$ cat src/rtl/pc_stage_controller_pkg.sv
// Shared definitions for the multi-cycle PC sequencer.
//   stage_e   : sequencer stage encodings as seen on the stage output
//   NOP_INSTR : canonical NOP (addi x0,x0,0) loaded into the instruction register on reset
//   branch_e  : branch codes produced by gen_branch_signal
//   clear_lsb : forces bit 0 low (JALR target semantics)
package pc_stage_controller_pkg;

  typedef enum logic [2:0] {
    FETCH     = 3'd0,
    DECODE    = 3'd1,
    EXECUTE   = 3'd2,
    MEM       = 3'd3,
    WRITEBACK = 3'd4
  } stage_e;

  localparam logic [31:0] NOP_INSTR = 32'h0000_0013;

  typedef enum logic [3:0] {
    BEQ       = 4'd0,
    BNE       = 4'd1,
    BLT       = 4'd2,
    BGE       = 4'd3,
    BLTU      = 4'd4,
    BGEU      = 4'd5,
    BJAL      = 4'd6,
    BJALR     = 4'd7,
    NOTBRANCH = 4'd8
  } branch_e;

  function automatic logic [31:0] clear_lsb(input logic [31:0] a);
    return {a[31:1], 1'b0};
  endfunction

endpackage

$ cat src/rtl/pc_stage_controller.sv
// Multi-cycle control sequencer. Owns the architectural PC and steps each
// instruction through FETCH -> DECODE -> EXECUTE -> (MEM) -> WRITEBACK.
// Ports:
//   clk, rst_n          : clock (rising edge), asynchronous active-low reset
//   hold                : freezes state machine and all registers
//   imem_req/addr       : fetch request and address (address is always pc)
//   imem_valid/rdata    : fetch response, only honoured in FETCH
//   instr               : latched instruction register
//   dmem_access         : load/store flag, sampled in EXECUTE
//   dmem_done           : data access complete, honoured in MEM
//   branch_signal/target: branch decision and target, sampled in EXECUTE
//   pc, pc_plus4        : current PC and its sequential successor
//   stage               : current stage encoding
//   rf_we_en            : one-cycle register-file write qualifier
//   misalign_trap       : one-cycle pulse on a misaligned taken target
//   instret             : retired instruction count
module pc_stage_controller
  import pc_stage_controller_pkg::*;
#(
  parameter logic [31:0] RESET_PC = 32'h0000_0000,
  parameter logic [31:0] TRAP_VEC = 32'h0000_0100
) (
  input  logic        clk,
  input  logic        rst_n,
  input  logic        hold,
  output logic        imem_req,
  output logic [31:0] imem_addr,
  input  logic        imem_valid,
  input  logic [31:0] imem_rdata,
  output logic [31:0] instr,
  input  logic        dmem_access,
  input  logic        dmem_done,
  input  logic        branch_signal,
  input  logic [31:0] branch_target,
  output logic [31:0] pc,
  output logic [31:0] pc_plus4,
  output logic [2:0]  stage,
  output logic        rf_we_en,
  output logic        misalign_trap,
  output logic [31:0] instret
);

  stage_e      r_state;
  stage_e      w_state_nxt;
  logic [31:0] r_pc;
  logic [31:0] r_next_pc;
  logic [31:0] r_instr;
  logic [31:0] r_instret;
  logic        r_trap_pending;
  logic [31:0] w_pc_plus4;

  assign w_pc_plus4    = r_pc + 32'd4;
  assign pc            = r_pc;
  assign pc_plus4      = w_pc_plus4;
  assign imem_addr     = r_pc;
  assign instr         = r_instr;
  assign instret       = r_instret;
  assign stage         = r_state;
  assign imem_req      = (r_state == FETCH) && !hold;
  assign rf_we_en      = (r_state == WRITEBACK) && !hold && !r_trap_pending;
  assign misalign_trap = (r_state == WRITEBACK) && !hold &&  r_trap_pending;

  always_ff @(posedge clk or negedge rst_n) begin
    if (!rst_n) r_state <= FETCH;
    else        r_state <= w_state_nxt;
  end

  always_comb begin
    w_state_nxt = r_state;
    if (!hold) begin
      case (r_state)
        FETCH:     if (imem_valid) w_state_nxt = DECODE;
        DECODE:    w_state_nxt = EXECUTE;
        EXECUTE:   w_state_nxt = dmem_access ? MEM : WRITEBACK;
        MEM:       if (dmem_done) w_state_nxt = WRITEBACK;
        WRITEBACK: w_state_nxt = FETCH;
        default:   w_state_nxt = FETCH;
      endcase
    end
  end

  // Datapath registers; the next-PC select is kept inline with the stage it belongs to.
  always_ff @(posedge clk or negedge rst_n) begin
    if (!rst_n) begin
      r_pc           <= RESET_PC;
      r_next_pc      <= RESET_PC;
      r_instr        <= NOP_INSTR;
      r_instret      <= '0;
      r_trap_pending <= 1'b0;
    end else if (!hold) begin
      case (r_state)
        FETCH: begin
          if (imem_valid) r_instr <= imem_rdata;
        end
        EXECUTE: begin
          if (branch_signal) begin
            r_next_pc <= clear_lsb(branch_target);
            // bit 1 survives the JALR bit-0 clear, so it alone flags a non-word target
            if (branch_target[1]) r_trap_pending <= 1'b1;
          end else begin
            r_next_pc <= w_pc_plus4;
          end
        end
        WRITEBACK: begin
          r_pc           <= r_trap_pending ? TRAP_VEC : r_next_pc;
          if (!r_trap_pending) r_instret <= r_instret + 32'd1;
          r_trap_pending <= 1'b0;
        end
        default: ;
      endcase
    end
  end

endmodule

$ cat config.mk
export PLATFORM = sky130hd
export DESIGN_NAME = pc_stage_controller
export DESIGN_NICKNAME = d
export VERILOG_FILES = /design/src/rtl/pc_stage_controller_pkg.sv /design/src/rtl/pc_stage_controller.sv
export SDC_FILE = /design/constraint.sdc
export NUM_CORES = 1
export LEC_CHECK = 0
export ABC_AREA = 1
export CORE_MARGIN = 3
export CORE_UTILIZATION = 47
export CTS_CLUSTER_SIZE = 20
export DETAILED_ROUTE_END_ITERATION = 16
export PLACE_DENSITY = 0.94
export REMOVE_ABC_BUFFERS = 1
export SLEW_MARGIN = 20
export SYNTH_ARGS = -nofsm -noshare
export SYNTH_HDL_FRONTEND = slang
export SYNTH_SLANG_ARGS = --single-unit
$ cat constraint.sdc
create_clock -name clk -period 1.9 [get_ports clk]
set_input_delay 0.38 -clock clk [delete_from_list [all_inputs] [get_ports clk]]
set_output_delay 0.38 -clock clk [all_outputs]
set_load 0.02 [all_outputs]
==> flow_summary.yaml, run 1 <==
setup_path:
  cpMaxStageDelayCell: "dfrtp_1"
  worstSetupPathType: "flip-flop to output pin"
  cpPeakStageDelay_ns: 0.37
  arrival_ns: 2.00
  start_kind: "flip-flop"
  rr_startpoint: "imem_addr[2]$_DFFE_PN0P_"
  r2r_slack_ns: -0.42
  ff2ff_path_depth: 15
  critPathLaunch: "imem_addr[2]$_DFFE_PN0P_"
  cp_common_cell: "nand2_1"
  required_ns: 1.52
  critPathTopFamily: "simple AND/OR/NAND/NOR gates"
  cp_max_fo: 5
  path_cells: "buf_4, inv_4, nor2_4, nand2_4, buf_4, nor2_4, nand2_1, nand2_1, nand2_1, buf_6"
  crit_buf_inv: 4
  r2r_end: "r_next_pc[18]$_DFFE_PN0P_"
  critPathCaptureType: "output pin"
power_and_ir_drop:
  total_power_w: 0.01719
  irDropWorstVdd_mv: 1.177
  p_leak_nw: 5.937
  powerDensity_nw_per_um2: 1481
cts:
  clk_latency_ns: 0.43
  cts_buffers: 17
  cts_buffer_depth: 2
  clk_pin_slew_worst_paths_ns: 0.06
  cts_sinks: 132
  htreeDepth: 4
  cts_root_buf: "clkbuf_16"
  tritoncts: "built"
placement:
  place_hpwl_um: 16650
  io_buffers: 235
  place_congestion: 0.9098
  place_area_um2: 10090
  place_inst: 1333
  post-place-ws_ns: -0.5103
route:
  first_pass_iters: 6
  met1Wirelength_um: 10060
  viasPerCell: 5.643
  drtIter0Drc: 878
  drcViolationCount: 0
  ant_nets: 0
  wl_um: 28060
  wire_per_inst_um: 19.79
  wl_met3_um: 2751
  wl_met2_um: 13570
  top_layer: "met4"
  vias: 8002
cells_and_area:
  area_growth_syn_to_layout_pct: 62.00
  stdcell_count: 1418
  multi_input_area_um2: 3620
  antenna_cells: 0
  layout_commonest_cell: "nand2_1"
  regArea_um2: 3307
  final_cell_mix: "217 x nand2_1, 129 x dfrtp_1, 121 x buf_4"
  drive_gt1_frac: 0.2836
  nNetsFinal: 1295
  fillers: 858
  fin_area_um2: 11610
grt:
  grt_start_max_net_pins: 72
  grt_pass1_wl_um: 41130
  antenna_found_initial: 0
  grt_pass1_vias: 8042
  gr-total-overflow: 0
  track_usage: 0.3145
hold_path:
  min_path_type: "flip-flop to flip-flop"
  holdPathEnd: "r_next_pc[21]$_DFFE_PN0P_"
  hold-path-cell-count: 2
  hold_path.startpoint: "r_next_pc[21]$_DFFE_PN0P_"
synth:
  synth_area_um2: 7164
  yosysTopAreaCell: "dfrtp_1"
  synth_compound_area_frac: 0.06549
  syn-instance-count: 884
  yosysUniqueCellTypes: 38
  synth_mux_area_frac: 0.06601
  yosys.area.top_type_share: 0.4506
  synth_top_family_by_area: "simple AND/OR/NAND/NOR gates"
  yosys.area_share.simple: 0.2766
  synth_area_leaders: "dfrtp_1 45%, nand2_1 13%, mux2_4 6.3%"
  synth-xor-area-share: 0.03178
  avgSynthCellArea_um2: 8.104
  synth_warnings: 0
  synth_fa_ha_area_frac: 0.003493
  ys_ff_latch: 132
  ys_seq_area_frac: 0.4616
timing:
  relSlewSlack: 0.7380
  period_share: 1.253
  final-setup-viol-count: 30
  timing.fmax_mhz: 420.1
  period_minus_slack_ns: 2.381
  hold_violations: 0
  rsz0062_at_grt: "true"
  clock_skew_ns: 0.01724
  setup_ws_ns: -0.4806
  drv_slew: 0
  fin_setup_tns_ns: -11.25
  worstMarginPinSlew_ns: 0.3894
run:
  cap_violations: 0
floorplanning:
  pin_count: 237
  placementRows: 44
  fp.dieW_um: 129.5
  coreArea_um2: 14700
  die-area_um2: 16760
  die_h_um: 129.5
  initial_core_util: 0.4874
status:
  failed_checks: "negative setup slack"
  status: "finished, violations left"
## worst reg2reg max path, cell delays in order (launching register included)
cell,delay (ns)
dfrtp_1,0.37
ha_2,0.20
nand2_2,0.07
nor2_4,0.17
nand2_4,0.14
nor2_4,0.17
nand2_2,0.08
buf_4,0.13
buf_4,0.12
buf_4,0.12
buf_4,0.12
buf_4,0.12
buf_4,0.13
buf_4,0.12
nand3_2,0.07
a21oi_2,0.07
## registers in the layout, indices dropped and copies added, names as in the netlist
name            flops
imem_addr          32
instr              32
instret            32
r_next_pc          32
stage               3
r_trap_pending      1
## repair_timing
item	4_1_cts	5_1_grt
gates resized for setup	332	79
hold endpoints to repair	49	0
setup endpoints to repair	103	58
hold buffers	1	0
pin swaps	38	33
cloned	0	0
setup buffers	56	16
## layer usage
layer  track usage  vias up
met1        0.3682     3744
met2        0.5387      641
met5             0        -
met4        0.1638        0
met3       0.07378      178
li1              -     3439
## how the worst max path moves through the flow
stage	to	slack, ns	depth (start not counted)
finish	pc_plus4[29]	-0.48	10
global route	pc_plus4[27]	-0.54	9
CTS	pc_plus4[20]	-0.43	8
detailed placement	pc_plus4[26]	-0.51	8
global placement	pc_plus4[26]	-0.44	8
floorplan	misalign_trap	-0.69	5
## layout make-up
| cell class | instances | area share |
|---|---|---|
| clock inverter | 13 | 0.01574 |
| multi-input combinational | 615 | 0.3119 |
| timing repair buffer | 376 | 0.3035 |
| clock buffer | 18 | 0.03784 |
| inverter | 80 | 0.02630 |
| tap | 184 | 0.01984 |
| sequential | 132 | 0.2849 |
## synth_stat cells, drive strengths merged
cell type	instances
nor2	133
inv	80
and2	8
a21oi	19
nor3b	3
a22oi	1
xnor2	9
a31oi	1
nand3	43
o21ai	50
nand4	9
nor3	4
nor4	1
xor2	17
and3	1
buf	50
o22ai	15
nand2	258
clkbuf	7
nand3b	7
ha	2
mux2	32
a22o	1
o211ai	1
dfstp	3
dfrtp	129
## kinds of logic after synthesis
family	Yosys count
simple gates	467
buf+inv	137
fa+ha+maj	2
mux	32
compound gates	88
xor+xnor	26
flops	132
## metrics by stage
| step | utilization | hold slack, ns |
|---|---|---|
| 2_1_floorplan | - | 0.08441 |
| 3_3_place_gp | 0.6868 | 0.4190 |
| 3_5_place_dp | 0.6868 | 0.4264 |
| 4_1_cts | 0.7737 | 0.4809 |
| 5_1_grt | 0.7896 | 0.5059 |
| 6_report | 0.7896 | 0.4908 |
## report_power, final
| part | internal, W | switching (W) | leakage [nW] |
|---|---|---|---|
| sequential | 0.00390 | 0.000872 | 1.67 |
| combinational | 0.00409 | 0.00481 | 3.96 |
| clock | 0.00222 | 0.00130 | 0.306 |
| total | 0.0102 | 0.00698 | 5.94 |
No activity file was read; power rests on OpenSTA's default activity.
==> run 2: changes to the inputs <==
==> constraint.sdc (replaced) <==
create_clock -name clk -period 2.32 [get_ports clk]
set_input_delay 0.464 -clock clk [delete_from_list [all_inputs] [get_ports clk]]
set_output_delay 0.464 -clock clk [all_outputs]
set_load 0.02 [all_outputs]
==> run 2 against run 1 <==
- the run still ends with negative setup slack left
- largest power group unchanged
- register-to-register slack improved by 0.83 ns
- routed wire length fell by 14%
- non-clock buffer count fell by 59
- hold slack got worse by 0.32 ns
- cell area fell by 6.1%
- first-iteration DRC count fell by 41%
==> flow_summary.yaml, run 2 (synthesis gave the netlist of run 1 again) <==
status:
  status: "finished, violations left"
  failed_checks: "negative setup slack"
timing:
  period_minus_slack_ns: 2.507
  final-setup-viol-count: 19
  period_share: 1.081
  timing.fmax_mhz: 398.9
  holdWs_ns: 0.1669
  setup_ws_ns: -0.1868
  drv_slew: 0
  rsz0062_at_grt: "true"
  relSlewSlack: 0.5160
  worstMarginPinSlew_ns: 0.7259
  hold_violations: 0
  clock_skew_ns: 0.01438
  fin_setup_tns_ns: -1.533
power_and_ir_drop:
  p_comb_frac: 0.504
  total_power_w: 0.01348
  powerDensity_nw_per_um2: 1237
  irDropWorstVdd_mv: 1.118
  sw_frac_of_total: 0.3930
  p_int_w: 0.008183
  clock_power_share: 0.204
  p_leak_nw: 4.987
  p_sw_w: 0.005298
  power_frac_seq: 0.292
cells_and_area:
  fin_area_um2: 10900
  layout_commonest_cell: "nand2_1"
  area_growth_syn_to_layout_pct: 52.11
  nNetsFinal: 1236
  drive_gt1_frac: 0.2160
  fillers: 1003
  final_util: 0.7414
  antenna_cells: 0
  final_cell_mix: "227 x nand2_1, 203 x clkdlybuf4s50_1, 128 x dfrtp_1"
floorplanning:
  placementRows: 44
  fp.dieW_um: 129.5
  coreArea_um2: 14700
  pin_count: 237
  initial_core_util: 0.4874
  die-area_um2: 16760
  die_h_um: 129.5
setup_path:
  arrival_ns: 2.04
  crit_buf_inv: 2
  cp_max_fo: 3
  critPathTopFamily: "simple AND/OR/NAND/NOR gates"
  cpPeakStageDelay_ns: 0.37
  required_ns: 1.86
  worstSetupPathType: "flip-flop to output pin"
  path_cells: "ha_2, nand2_2, nor2_4, buf_4, nand3b_1, nor2_1, nand2_1, nand2_2, buf_6"
  critPathCaptureType: "output pin"
  start_kind: "flip-flop"
  cp_common_cell: "nand2_2"
  cpMaxStageDelayCell: "dfrtp_1"
route:
  met1Wirelength_um: 8852
  top_layer: "met4"
  drtIter0Drc: 522
  wl_met2_um: 12160
  vias: 7341
  viasPerCell: 5.398
  wl_met3_um: 2353
  drcViolationCount: 0
  first_pass_iters: 5
  wl_um: 24270
  ant_nets: 0
  wire_per_inst_um: 17.85
cts:
  cts_buffers: 17
  cts_hold_buf: 0
  htreeDepth: 4
  cts_sinks: 132
  cts_buffer_depth: 2
  cts_root_buf: "clkbuf_16"
  clk_pin_slew_worst_paths_ns: 0.06
  tritoncts: "built"
  clk_latency_ns: 0.42
grt:
  grt_pass1_wl_um: 35740
  gr-total-overflow: 0
  antenna_found_initial: 0
  grt_pass1_vias: 7371
  track_usage: 0.2701
  grt_start_max_net_pins: 133
run:
  cap_violations: 0
placement:
  io_buffers: 235
  place_area_um2: 9847
  place_congestion: 0.9310
  place_hpwl_um: 16110
hold_path:
  min_path_type: "primary input to async pin"
==> run 2: power groups by stage <==
stage | Clock (W) | Combinational, W | Sequential, W
global placement | 0 | 0.00629 | 0.00379
floorplan | 0 | 0.00211 | 0.00486
global route | 0.00288 | 0.00719 | 0.00400
detailed placement | 0 | 0.00642 | 0.00387
CTS | 0.00277 | 0.00646 | 0.00386
finish | 0.00276 | 0.00680 | 0.00393
==> run 2: layout make-up <==
type,instances,area [um2],area share
Multi-Input combinational cell,615,3438,0.3155
Sequential cell,132,3308,0.3036
Timing Repair Buffer,317,3020,0.2772
Clock buffer,24,471.7,0.04328
Inverter,80,302.8,0.02778
Tap cell,184,230.2,0.02113
Clock inverter,8,126.4,0.01160
==> run 2: per-layer routing <==
metal,GRT usage,vias up
li1,-,3341
met1,0.3164,3461
met2,0.4720,465
met3,0.07296,74
met4,0.1070,0
met5,0,-
==> run 2: worst paths after layout <==
check / slack (ns) / cells past startpoint / endpoint / start
setup reg to reg: 0.41 / 9 / imem_addr[12]$_DFFE_PN0P_ / stage[1]$_DFFE_PN0P_
min in group clk: 0.49 / 2 / r_next_pc[27]$_DFFE_PN0P_ / r_next_pc[27]$_DFFE_PN0P_
hold / removal: 0.17 / 2 / instr[17]$_DFFE_PN0P_ / rst_n
setup / recovery: -0.19 / 9 / pc_plus4[20] / imem_addr[3]$_DFFE_PN0P_
max in group asynchronous: 1.56 / 2 / imem_addr[17]$_DFFE_PN0P_ / rst_n
hold reg to reg: 0.49 / 2 / r_next_pc[27]$_DFFE_PN0P_ / r_next_pc[27]$_DFFE_PN0P_
==> run 2: what timing repair did <==
item                       in CTS  in global routing
pin swaps                      12                 26
setup endpoints to repair      31                 29
resized for setup             169                 72
setup buffers                   7                 18
==> run 2: through the flow <==
step	setup slack, ns	cells
after floorplan	-0.3577	827
after global placement	-0.1397	1305
after detailed placement	-0.1632	1305
after CTS	-0.1650	1344
after global routing	-0.2972	1360
final	-0.1868	1360
